$ cat config.mk
export PLATFORM = sky130hd
export DESIGN_NAME = as_load_scoreboard
export DESIGN_NICKNAME = d
export VERILOG_FILES = /design/src/rtl/as_load_scoreboard.sv
export SDC_FILE = /design/constraint.sdc
export NUM_CORES = 1
export LEC_CHECK = 0
export CORE_MARGIN = 2
export CORE_UTILIZATION = 50
export DETAILED_ROUTE_END_ITERATION = 8
export PLACE_DENSITY = 0.85
export SYNTH_ARGS = -nofsm -noshare
export SYNTH_HDL_FRONTEND = slang
export SYNTH_SLANG_ARGS = --single-unit
$ cat constraint.sdc
create_clock -name clk_i -period 6.79 [get_ports clk_i]
set_input_delay 1.358 -clock clk_i [delete_from_list [all_inputs] [get_ports clk_i]]
set_output_delay 1.358 -clock clk_i [all_outputs]
set_load 0.02 [all_outputs]
$ cat src/rtl/as_load_scoreboard.sv
// Load-use hazard unit: tracks in-flight loads for LOAD_LAT cycles and stalls decode
// while a consumed source register still waits on load data. Also counts stall cycles.
module as_load_scoreboard #(
    parameter int REG_AW   = 5,
    parameter int LOAD_LAT = 1,
    parameter int CNT_W    = 32,
    parameter int X0_ZERO  = 1
) (
    input  logic              clk_i,
    input  logic              rst_i,
    input  logic              id_valid_i,
    input  logic [REG_AW-1:0] id_rs1_i,
    input  logic [REG_AW-1:0] id_rs2_i,
    input  logic              id_rs1_used_i,
    input  logic              id_rs2_used_i,
    input  logic              ex_valid_i,
    input  logic              ex_mem_rd_i,
    input  logic [REG_AW-1:0] ex_rd_i,
    input  logic              flush_i,
    output logic              stall_n_o,
    output logic              bubble_o,
    output logic [CNT_W-1:0]  stall_cnt_o
);

    logic              load_ex;
    logic              hazard;
    logic              hazard_q;
    logic              rs1_ok;
    logic              rs2_ok;
    logic [CNT_W-1:0]  stall_cnt_reg;

    // Pending set indexed by age: age 0 is the load currently in execute.
    logic [LOAD_LAT-1:0] pend_v;
    logic [REG_AW-1:0]   pend_rd [LOAD_LAT];
    logic [LOAD_LAT-1:0] rs1_match;
    logic [LOAD_LAT-1:0] rs2_match;

    assign load_ex    = ex_valid_i & ex_mem_rd_i & ((ex_rd_i != '0) | (X0_ZERO == 0));
    assign pend_v[0]  = load_ex;
    assign pend_rd[0] = ex_rd_i;

    generate
        for (genvar gi = 1; gi < LOAD_LAT; gi++) begin : g_pipe
            logic              v_reg;
            logic [REG_AW-1:0] rd_reg;

            always_ff @(posedge clk_i) begin
                if (rst_i) begin
                    v_reg  <= 1'b0;
                    rd_reg <= '0;
                end else begin
                    v_reg  <= pend_v[gi-1];
                    rd_reg <= pend_rd[gi-1];
                end
            end

            assign pend_v[gi]  = v_reg;
            assign pend_rd[gi] = rd_reg;
        end

        for (genvar gi = 0; gi < LOAD_LAT; gi++) begin : g_match
            assign rs1_match[gi] = pend_v[gi] & (pend_rd[gi] == id_rs1_i);
            assign rs2_match[gi] = pend_v[gi] & (pend_rd[gi] == id_rs2_i);
        end
    endgenerate

    // x0 never waits on a load when it is hardwired to zero.
    assign rs1_ok = (id_rs1_i != '0) | (X0_ZERO == 0);
    assign rs2_ok = (id_rs2_i != '0) | (X0_ZERO == 0);

    assign hazard = id_valid_i & ~flush_i &
                    ((id_rs1_used_i & rs1_ok & (|rs1_match)) |
                     (id_rs2_used_i & rs2_ok & (|rs2_match)));

    assign hazard_q  = hazard & ~rst_i;
    assign stall_n_o = ~hazard_q;
    assign bubble_o  = hazard_q;

    always_ff @(posedge clk_i) begin
        if (rst_i) begin
            stall_cnt_reg <= '0;
        end else if (hazard_q && (stall_cnt_reg != {CNT_W{1'b1}})) begin
            stall_cnt_reg <= stall_cnt_reg + {{(CNT_W-1){1'b0}}, 1'b1};
        end
    end

    assign stall_cnt_o = stall_cnt_reg;

endmodule

# Word-level counts from Yosys, hierarchy flattened
# Index checks and enable logic that the tools add are counted.
# classes
n_addsub,1
n_eq_ne,3
bitwise,15
n_reduce_logical,4
# op_table
operator,n
adder 32 x 1 -> 32 bit (second input constant),1
inequality test 32 bit (second input constant),1
nonzero test 5 bit,3
AND 1 bit,11
equality test 5 bit,2
inverter 1 bit,3
logical AND 1 bit,1
OR 1 bit,1
# totals
reg_bits,32
input_bits,23
output_inout_bits,34
word_cells,24

# Longest topological paths before layout
# Gate-level depths: netlist (run 1).
# logic_depth
depth_word,8
mapped_depth,8
depth_no_buf,7

# Worst setup path before layout (run 1)
# No wires, ideal clock.
# synth_path
kind,in2out
startpoint,input ex_rd_i[1]
endpoint,output bubble_o
arrival_time_ps,2595
required_ps,5432
path_slack_ps,2837
path_stages,5
n_path_buf,0
cell_sequence,or4_1 -> o211ai_1 -> o22ai_2 -> nand2_1 -> inv_1
# synth_between
elab_chain_len,7
word_cells_on_any_way,11
# synth_rtl
item,line_no,source
"start, declared",18,"input logic [REG_AW-1:0] ex_rd_i,"
nonzero test 5 bit,38,assign load_ex = ex_valid_i & ex_mem_rd_i & ((ex_rd_i != '0) | (X0_ZERO == 0));
AND 1 bit,38,
AND 1 bit (on tied branches),"62, 63",
AND 1 bit (on tied branches),"72, 73",
OR 1 bit *,72,((id_rs1_used_i & rs1_ok & (|rs1_match)) |
AND 1 bit *,71,assign hazard = id_valid_i & ~flush_i &
AND 1 bit *,75,assign hazard_q = hazard & ~rst_i;
"end, declared",21,"output logic bubble_o,"
# Every way passes the cells marked *; elsewhere a longest branch is shown, timed or not.

# Final worst setup path (run 1)
# layout_path
startpoint,input ex_rd_i[1]
endpoint,output stall_n_o
# layout_between
elab_chain_len,8
word_cells_on_any_way,12
# layout_rtl
item,line_no,source
nonzero test 5 bit,38,
AND 1 bit,38,
AND 1 bit (on tied branches),"62, 63",
AND 1 bit (on tied branches),"72, 73",
OR 1 bit *,72,
AND 1 bit *,71,
AND 1 bit *,75,
inverter 1 bit *,76,assign stall_n_o = ~hazard_q;
"end, declared",20,"output logic stall_n_o,"
# Marked as above.

==> results of run 1 <==
## through the flow
stage | instances | hold slack, ps | cell area, um^2
finish | 327 | 502.2 | 2531
floorplan | 221 | 563.3 | 1857
CTS | 327 | 498.9 | 2531
global placement | 319 | 487.6 | 2439
global route | 327 | 537.6 | 2531
detailed placement | 319 | 490.3 | 2439
## cells in the mapped netlist (all sizes together)
cell and count:
clkbuf 4, nor4 3, o311a 1, o31ai 8
xor2 2, mux2 3, nand4 11, inv 6
dfxtp 32, nand3 17, and4 4, a21oi 25
mux2i 1, buf 3, o22ai 1, ha 1
nand4b 1, nor2b 4, xnor2 11, o211ai 2
nor2 11, nand2 15, or3 17, a211oi 1
or4 11, nor4b 1, and3 4, o21ai 17
nor3 3, nand2b 1
## power groups by stage
| stage | Sequential, mW | Clock [mW] | Combinational, mW |
|---|---|---|---|
| 2_1_floorplan | 0.192 | 0 | 0.0121 |
| 3_3_place_gp | 0.192 | 0 | 0.0282 |
| 3_5_place_dp | 0.192 | 0 | 0.0289 |
| 4_1_cts | 0.188 | 0.156 | 0.0288 |
| 5_1_grt | 0.188 | 0.164 | 0.0311 |
| 6_report | 0.188 | 0.153 | 0.0286 |
## worst max-delay path, cell delays in order
cell and delay [ps]:
clkdlybuf4s50_1 490, or4_1 540, o211ai_1 200, o22ai_2 160
nand2_1 180, clkdlybuf4s50_1 630
## area by class of cell
class,instances,area share (%)
Clock buffer,6,3.262
Clock inverter,2,0.3955
Inverter,6,0.8898
Multi-Input combinational cell,176,45.33
Sequential cell,32,25.31
Tap cell,48,2.373
Timing Repair Buffer,57,22.44
## cell usage in the layout (no fill, tap or decap), types with 6 or more instances in the layout
cell             count
inv_1                6
nand2_1             14
o31ai_1              8
nand3_1             17
clkdlybuf4s50_1     56
nand4_1             10
clkbuf_8             6
nor2_1              10
a21oi_1             25
or3_1               13
o21ai_0             17
dfxtp_1             32
xnor2_1             11
or4_1                7
## metal layers
| metal | vias up | GRT usage (%) | routed length [um] |
|---|---|---|---|
| met1 | 869 | 28.94 | 1994 |
| met4 | 0 | 9.574 | 87 |
| met3 | 8 | 6.250 | 244 |
| met5 | - | 0 | 0 |
| met2 | 61 | 40.46 | 2216 |
| li1 | 948 | - | - |
## final timing paths
kind                                  end  slack, ps  cells past startpoint                          from
max                             stall_n_o       1890                      6                    ex_rd_i[1]
min          stall_cnt_o[28]$_SDFFE_PP0P_        500                      2  stall_cnt_o[28]$_SDFFE_PP0P_
max reg2reg  stall_cnt_o[11]$_SDFFE_PP0P_       3990                      7   stall_cnt_o[0]$_SDFFE_PP0P_
min reg2reg  stall_cnt_o[28]$_SDFFE_PP0P_        500                      2  stall_cnt_o[28]$_SDFFE_PP0P_
## logic make-up (layout without fill, tap and decap cells)
kind of cell	Yosys count	count (layout)	synth area share, %
simple gates	103	103	34.77
buf+inv	13	71	3.706
fa+ha+maj	1	1	0.6737
xor+xnor	13	13	6.132
mux	4	4	2.560
flops	32	32	34.50
compound gates	55	55	17.65
==> impl_results.md, run 1 <==
* Slew HR at around 44%
* Syn Area/Cell at 8.402 um^2
* Final WS setup at around 1900 ps
* Post-synth net total at between 200 and 250
* Yosys warns at 0
* RSZ-0062 raised after global routing: false
* Synth top area cells: dfxtp_1 35%, a21oi_1 6.7%, xnor2_1 5.2%, nand3_1 4.6%, o21ai_0 4.6%
* Design Power at 369.6 uW
* PortBufs at 56
* Die Y-Extent at 64.94 um
* CP startpoint kind: primary input
* Worst endpoint required time at about 5400 ps
* Area fraction of the dominant cell type after synthesis at approximately 35%
* Pre-CTS setup slack at around 1900 ps
* DIE AREA at between 4000 and 5000 um^2
* Synth area leader: dfxtp_1
* Worst min path class: flip-flop to flip-flop
* Clock Root Buffer: clkbuf_8
* Post-Syn Instances at approximately 220
* Multi-input logic area at around 1100 um^2
* Status: finished clean
* Core Area at around 3600 um^2
* Antenna violations before repair at 0
* H-tree depth at 2
* Gr ovfl total at 0
* Largest net degree at the start of global routing at 37
* Post-Syn Area at between 1500 and 2000 um^2
* Clock Latency Late Sink at between 200 and 300 ps
* Post-layout min period at roughly 4900 ps
* WP data arrival at 3550 ps
* Final period util at 72.22%
* Die width at between 60 and 70 um
* Initial DRC Count at between 100 and 150
* Maximum VDD drop at approximately 75 uV
* Tightest Pin Transition at 833.1 ps
* Synth-to-layout area growth at 36.32%
* Psw at 84.20 uW
* Pwr per Cell Area at 146.0 nW/um^2
* CP Max Fanout at 6
* Post-synthesis sequential area ratio at roughly a third
* Yosys cell types at 43
* Fillers at between 300 and 400
* Via density at approximately 5.8
* Setup Buffers After CTS at 0
* GPL Wtd Cong at roughly 0.77
* Sequential share of power at around half
* Maxcap violations at 0
* Final Core Density at between 70% and 80%
* Hold buffer count at cts at 0
* Setup TNS at 0 ps
* Rows at 22
* TritonCTS Buffers at 5
* Vias at 1,886
* Final nets at approximately 300
* Switching part of the total at between 20 and 25%
* Number of synthesized register bits at 32
* Fmax achieved at around 200 MHz
* CTS sink count at 32
* Layout cell share with drive strength beyond 1 at 11.11%
* # DRC at 0
* TritonCTS clock tree: done
* # diodes at 0
* Ports at 57
* GR Util All Layers at ~24%
* Combinational Power Share at about 7.7%
* Clk network pwr share at ~42%
* Sequential cell area at around 640 um^2
* DPL Wire Length at 3320 um
* Wire per inst at 13.89 um
* First-pass GRT wire length at between 7000 and 8000 um
* Worst Setup Path Type: primary input to output pin
* Max-slew violation count at 0
* Vias in the first global route at about 1,800
* Clock Skew at ~7.6 ps
* Largest register FFs at 32
* DRT Wirelength at roughly 4500 um
* Starting density of the core at about half
* PostCTS Resize Cnt at 0
* Setup Viol. Count Final at 0
* Int Pwr at between 200 and 300 uW
* CTS Buffer Depth at 2
* Fin. Hold Viols at 0
* Pleak at 0.7693 nW
* Critical Path Sink Type: output pin
* 1st-pass router iterations at 4
* Clk slew on worst S/H paths at about 60 ps
* ANT nets after route at 0
No activity file was read; power rests on OpenSTA's default activity.
==> inputs of run 2 (changes only) <==
--- a/config.mk
+++ b/config.mk
@@ -6,9 +6,9 @@
 export NUM_CORES = 1
 export LEC_CHECK = 0
 export CORE_MARGIN = 2
-export CORE_UTILIZATION = 50
+export CORE_UTILIZATION = 47
 export DETAILED_ROUTE_END_ITERATION = 8
-export PLACE_DENSITY = 0.85
+export PLACE_DENSITY = 0.8
 export SYNTH_ARGS = -nofsm -noshare
 export SYNTH_HDL_FRONTEND = slang
 export SYNTH_SLANG_ARGS = --single-unit
==> constraint.sdc (replaced) <==
create_clock -name clk_i -period 5.04 [get_ports clk_i]
set_input_delay 1.008 -clock clk_i [delete_from_list [all_inputs] [get_ports clk_i]]
set_output_delay 1.008 -clock clk_i [all_outputs]
set_load 0.02 [all_outputs]
==> impl_results.md, run 2 (synthesis results as in run 1) <==
* Final nets at 303 (was 302)
* Via density at 5.851 (was 5.768)
* Final period util at a little over four fifths
* R2R Path Start: stall_cnt_o[7]$_SDFFE_PP0P_ (was stall_cnt_o[0]$_SDFFE_PP0P_)
* Worst Setup Path Type: primary input to output pin (unchanged)
* RSZ-0062 raised after global routing: false (unchanged)
* Final Core Density at 68.25% (was 70.19%)
* PortBufs at 56 (unchanged)
* Gr ovfl total at 0 (unchanged)
* Slew HR at 61.70% (was 44.30%)
* Fillers at 329 (was 305)
* Pleak at 0.7680 nW (was 0.7693 nW)
* Worst path slowest cell: clkdlybuf4s50_1 (unchanged)
* Pwr per Cell Area at 196.3 nW/um^2 (was 146.0 nW/um^2)
* Core Area at 3716 um^2 (was 3606 um^2)
* Final WS setup at 832.1 ps (was 1886 ps)
* CP Buf/Inv Count at 2 (unchanged)
* Min-delay src: stall_cnt_o[18]$_SDFFE_PP0P_ (was stall_cnt_o[28]$_SDFFE_PP0P_)
* TritonCTS clock tree: done (unchanged)
* Largest net degree at the start of global routing at 36 (was 37)
* Tightest Pin Transition at 566.5 ps (was 833.1 ps)
* DIE AREA at 4470 um^2 (was 4217 um^2)
* Most common cell on crit path: clkdlybuf4s50_1 (unchanged)
* H-tree depth at 2 (unchanged)
* Maxcap violations at 0 (unchanged)
* CP startpoint kind: primary input (unchanged)
* Setup TNS at 0 ps (unchanged)
* Starting density of the core at 49.97% (was 51.49%)
* Max-slew violation count at 0 (unchanged)
* Initial DRC Count at 180 (was 147)
* Clock Skew at 6.624 ps (was 7.624 ps)
* DRT Wirelength at 4675 um (was 4542 um)
* 1st-pass router iterations at 4 (unchanged)
* Fin. Hold Viols at 0 (unchanged)
* Maximum VDD drop at 116.0 uV (was 75.38 uV)
* Clock Root Buffer: clkbuf_8 (unchanged)
* First-pass GRT wire length at 7990 um (was 7907 um)
* WP data arrival at 3200 ps (was 3550 ps)
* Clk slew on worst S/H paths at 70 ps (was 60 ps)
* GR Util All Layers at 23.28% (was 24.00%)
* Hold path depth at 2 (unchanged)
* Worst-path cell chain: clkdlybuf4s50_1 > or4_1 > o211ai_1 > o22ai_2 > nand2_1 > clkdlybuf4s50_1 (unchanged)
* Layout cell share with drive strength beyond 1 at 10.71% (was 11.11%)
* CP top delay family: buffers and inverters (unchanged)
* GPL Wtd Cong at 0.8198 (was 0.7711)
* Most frequent cells in the layout: 56 x clkdlybuf4s50_1, 32 x dfxtp_1, 25 x a21oi_1 (unchanged)
* Worst reg-to-reg setup slack at 2580 ps (was 3990 ps)
* Die Y-Extent at 66.86 um (was 64.94 um)
* Largest register FFs at 32 (unchanged)
* Wire per inst at 14.25 um (was 13.89 um)
* Post-layout min period at 4208 ps
* Worst endpoint required time at 4030 ps (was 5430 ps)
* Vias in the first global route at 1,798 (was 1,765)
* TritonCTS Buffers at 5 (unchanged)
* # DRC at 0 (unchanged)
* Critical R2R Capture: stall_cnt_o[21]$_SDFFE_PP0P_ (was stall_cnt_o[11]$_SDFFE_PP0P_)
* Rows at 22 (unchanged)
* Critical Path Sink Type: output pin (unchanged)
* Hold buffer count at cts at 0 (unchanged)
* Hold EP: stall_cnt_o[18]$_SDFFE_PP0P_ (was stall_cnt_o[28]$_SDFFE_PP0P_)
* Setup Buffers After CTS at 0 (unchanged)
* CTS sink count at 32 (unchanged)
* Clock Latency Late Sink at 290 ps (about the same)
* # diodes at 0 (unchanged)
* Status: finished clean (unchanged)
* Worst reg-to-reg path cell count at 7 (unchanged)
* Synth-to-layout area growth at 36.59% (was 36.32%)
* Antenna violations before repair at 0 (unchanged)
* Setup Viol. Count Final at 0 (unchanged)
* Fmax achieved at between 200 and 250 MHz
* Ports at 57 (unchanged)
* Delay of the slowest cell on the worst path at 630 ps (about the same)
* Die width at 66.86 um (was 64.94 um)
* CP Max Fanout at 6 (unchanged)
* Vias at 1,919 (was 1,886)
* Pre-CTS setup slack at 809.0 ps (was 1872 ps)
* DPL Wire Length at 3501 um (was 3320 um)
* PostCTS Resize Cnt at 0 (unchanged)
* ANT nets after route at 0 (unchanged)
* Worst min path class: flip-flop to flip-flop (unchanged)
* CTS Buffer Depth at 2 (unchanged)
* Most common cell after layout, fill and taps aside: clkdlybuf4s50_1 (unchanged)
[run 2: cell types whose count changed in the layout (fill, tap and decap cells not counted), sizes merged]
| cell | delta |
|---|---|
| buf | +1 |
| clkinv | -2 |
| clkbuf | +2 |
[run 2: final cells by class]
class	instances	area [um^2]	share of cell area (%)
clock buffers	8	90.09	3.552
inverters	6	22.52	0.8880
multi-input cells	176	1147	45.24
flip-flops and latches	32	640.6	25.26
well taps	48	60.06	2.368
repair buffers	58	575.6	22.69
[run 2: worst max path at each step]
stage                     startpoint         to  slack [ps]  depth (start not counted)
after floorplan           ex_rd_i[1]   bubble_o        1790                          5
after detailed placement  ex_rd_i[1]  stall_n_o         810                          6
after global routing      ex_rd_i[1]  stall_n_o         670                          6
after CTS                 ex_rd_i[1]  stall_n_o         810                          6
after global placement    ex_rd_i[1]  stall_n_o         880                          6
final                     ex_rd_i[1]  stall_n_o         830                          6
[run 2: per-stage QoR]
| step | hold WS [ps] | power (mW) | area [um^2] | cells |
|---|---|---|---|---|
| 2_1_floorplan | 563.3 | 0.2748 | 1857 | 221 |
| 3_3_place_gp | 484.7 | 0.2966 | 2446 | 320 |
| 3_5_place_dp | 490.1 | 0.2970 | 2446 | 320 |
| 4_1_cts | 505.3 | 0.4997 | 2536 | 328 |
| 5_1_grt | 528.6 | 0.5144 | 2536 | 328 |
| 6_report | 502.7 | 0.4978 | 2536 | 328 |
[run 2: per-layer routing]
| metal | vias up | part of all wire, % | GRT usage [%] |
|---|---|---|---|
| met5 | - | 0 | 0 |
| met4 | 0 | 1.4 | 8.163 |
| met3 | 8 | 6.9 | 6.926 |
| met2 | 70 | 49 | 40.00 |
| met1 | 889 | 43 | 27.34 |
| li1 | 952 | - | - |
[run 2: power breakdown]
group / switching (mW) / internal [mW] / leakage [nW]
sequential: 0.0000174 / 0.253 / 0.258
clock: 0.0955 / 0.111 / 0.0455
combinational: 0.0152 / 0.0229 / 0.465
[run 2: worst reg2reg max path: stages (launching register included)]
cell     delay [ps]
dfxtp_1         470
nand4_4         180
nor4_4          450
nand4_1         280
nand3_1         350
buf_4           280
nor3_1           80
mux2_2          260
==> inputs of run 3 (changes only) <==
--- a/config.mk
+++ b/config.mk
@@ -6,9 +6,9 @@
 export NUM_CORES = 1
 export LEC_CHECK = 0
 export CORE_MARGIN = 2
-export CORE_UTILIZATION = 47
+export CORE_UTILIZATION = 42
 export DETAILED_ROUTE_END_ITERATION = 8
-export PLACE_DENSITY = 0.8
+export PLACE_DENSITY = 0.76
 export SYNTH_ARGS = -nofsm -noshare
 export SYNTH_HDL_FRONTEND = slang
 export SYNTH_SLANG_ARGS = --single-unit
==> constraint.sdc (replaced) <==
create_clock -name clk_i -period 3.4 [get_ports clk_i]
set_input_delay 0.68 -clock clk_i [delete_from_list [all_inputs] [get_ports clk_i]]
set_output_delay 0.68 -clock clk_i [all_outputs]
set_load 0.02 [all_outputs]
==> impl_results.md, run 3 (synthesis results as in run 1) <==
* Status: finished clean (unchanged)
* Setup TNS at 0 ps (unchanged)
* Most common cell after layout, fill and taps aside: clkdlybuf4s50_1 (unchanged)
* Core Area at 4294 um^2 (was 3716 um^2)
* Setup Buffers After CTS at 0 (unchanged)
* Worst Setup Path Type: primary input to output pin (unchanged)
* Design Power at 745.4 uW (was 497.8 uW)
* Final WS setup at 220.3 ps (was 832.1 ps)
* Maxcap violations at 0 (unchanged)
* Maximum VDD drop at 141.7 uV (was 116.0 uV)
* Fmax achieved at between 300 and 400 MHz
* Crit path from: ex_rd_i[1] (unchanged)
* Antenna violations before repair at 0 (unchanged)
* # diodes at 0 (unchanged)
* Hold path depth at 2 (unchanged)
* CP startpoint kind: primary input (unchanged)
* Largest net degree at the start of global routing at 36 (unchanged)
* Ports at 57 (unchanged)
* Min-delay src: stall_cnt_o[18]$_SDFFE_PP0P_ (unchanged)
* Int Pwr at 578.7 uW (was 387.0 uW)
* Final period util at a little over 90%
* Post-layout min period at 3180 ps
* Setup Viol. Count Final at 0 (unchanged)
* Slew HR at 65.29% (was 61.70%)
* # DRC at 0 (unchanged)
* Critical R2R Capture: stall_cnt_o[21]$_SDFFE_PP0P_ (unchanged)
* Gr ovfl total at 0 (unchanged)
* Sequential share of power at 50.3% (was 50.8%)
* Psw at 166.7 uW (was 110.7 uW)
* PostCTS Resize Cnt at 2 (was 0)
* DIE AREA at 4969 um^2 (was 4470 um^2)
* First-pass GRT wire length at 8066 um (was 7990 um)
* Dpl cells at 334 (was 320)
* CP Max Fanout at 6 (unchanged)
* Pleak at 0.8187 nW (was 0.7680 nW)
* Most frequent cells in the layout: 54 x clkdlybuf4s50_1, 32 x dfxtp_1, 25 x a21oi_1 (was 56 x clkdlybuf4s50_1, 32 x dfxtp_1, 25 x a21oi_1)
* Combinational Power Share at 8.6% (was 7.7%)
* Clk network pwr share at 41.1% (was 41.6%)
* Delay of the slowest cell on the worst path at 530 ps (was 630 ps)
* TritonCTS clock tree: done (unchanged)
* Layout cell share with drive strength beyond 1 at 13.79% (was 10.71%)
* Worst reg-to-reg path cell count at 7 (unchanged)
* CTS Buffer Depth at 2 (unchanged)
* Clk slew on worst S/H paths at 70 ps (about the same)
* CP Buf/Inv Count at 3 (was 2)
* R2R Path Start: stall_cnt_o[7]$_SDFFE_PP0P_ (unchanged)
* Synth-to-layout area growth at 40.77% (was 36.59%)
* Vias in the first global route at 1,781 (was 1,798)
* Die width at 70.49 um (was 66.86 um)
* H-tree depth at 2 (unchanged)
* DPL Wire Length at 3474 um (was 3501 um)
* Fin. Hold Viols at 0 (unchanged)
* Die Y-Extent at 70.49 um (was 66.86 um)
* Pwr per Cell Area at 285.2 nW/um^2 (was 196.3 nW/um^2)
* Hold buffer count at cts at 0 (unchanged)
* Worst path slowest cell: or4_1 (was clkdlybuf4s50_1)
* Final nets at 313 (was 303)
* Vias at 1,955 (was 1,919)
* GPL Wtd Cong at 0.7891 (was 0.8198)
* Worst min path class: flip-flop to flip-flop (unchanged)
* Critical Path Sink Type: output pin (unchanged)
* Starting density of the core at 43.24% (was 49.97%)
* WP data arrival at 2500 ps (was 3200 ps)
* PortBufs at 56 (unchanged)
* DRT Wirelength at 4727 um (was 4675 um)
* Initial DRC Count at 95 (was 180)
* Clock Latency Late Sink at 290 ps (about the same)
* Fin cells at 342 (was 328)
* CTS sink count at 32 (unchanged)
* RSZ-0062 raised after global routing: false (unchanged)
* ANT nets after route at 0 (unchanged)
* Clock Skew at 6.731 ps (was 6.624 ps)
* Wire per inst at 13.82 um (was 14.25 um)
* Final hold slack at 500.6 ps (was 502.7 ps)
* Largest register FFs at 32 (unchanged)
* Via density at 5.716 (was 5.851)
* 1st-pass router iterations at 4 (unchanged)
* Switching part of the total at 22.36% (was 22.24%)
* Hold EP: stall_cnt_o[18]$_SDFFE_PP0P_ (unchanged)
* Clock Root Buffer: clkbuf_8 (unchanged)
* Tightest Pin Transition at 513.4 ps (was 566.5 ps)
* Worst-path cell chain: clkdlybuf4s50_1 > or4_1 > o211ai_1 > o22ai_2 > nand2_1 > inv_1 > dlygate4sd2_1 (was clkdlybuf4s50_1 > or4_1 > o211ai_1 > o22ai_2 > nand2_1 > clkdlybuf4s50_1)
* CP top delay family: buffers and inverters (unchanged)
* Max-slew violation count at 0 (unchanged)
* GR Util All Layers at 20.18% (was 23.28%)
* Pre-CTS setup slack at -59.26 ps (was 809.0 ps)
* Rows at 24 (was 22)
* TritonCTS Buffers at 5 (unchanged)
* Worst endpoint required time at 2720 ps (was 4030 ps)
* Worst reg-to-reg setup slack at 950 ps (was 2580 ps)
[run 3: cell count changes in the layout (fill, tap and decap cells not counted)]
| cell | previous run | this run |
|---|---|---|
| buf_4 | 2 | 12 |
| clkdlybuf4s50_1 | 56 | 54 |
| dlygate4sd2_1 | 0 | 2 |
[run 3: power by group through the flow]
stage               clock [mW]  sequential [mW]  combinational [mW]
floorplan                    0            0.383              0.0241
global placement             0            0.383              0.0628
detailed placement           0            0.383              0.0639
CTS                      0.310            0.375              0.0641
global route             0.323            0.375              0.0691
finish                   0.307            0.375              0.0640
[run 3: layout make-up]
class,count,area (um^2)
inverters,6,22.52
fillers,413,1680
clock buffers,8,90.09
repair buffers,68,648.1
flip-flops and latches,32,640.6
multi-input cells,176,1147
well taps,52,65.06
[run 3: worst max-delay path by stage]
stage                end  slack [ps]  cells past startpoint
5_1_grt         bubble_o         140                      7
4_1_cts         bubble_o         220                      7
3_3_place_gp   stall_n_o         -10                      6
2_1_floorplan   bubble_o         800                      5
6_report        bubble_o         220                      7
3_5_place_dp   stall_n_o         -60                      6
[run 3: layer usage]
layer	track usage, %	routed length, um	vias up
li1	-	-	982
met1	23.91	2084	906
met2	34.70	2289	60
met3	5.628	294	7
met4	7.051	59	0
met5	0	0	-
[run 3: worst reg2reg max path, cell delays in order, from the launching register on]
cell     delay (ps)
dfxtp_1         490
nand4_4         190
nor4_4          470
nand4_1         290
nand3_1         360
buf_4           230
nor3_1           60
mux2_2          260
[run 3: through the flow]
step | cell area, um^2 | util [%]
2_1_floorplan | 1857 | -
5_1_grt | 2614 | 60.87
3_5_place_dp | 2526 | 58.83
6_report | 2614 | 60.87
3_3_place_gp | 2526 | 58.83
4_1_cts | 2614 | 60.87
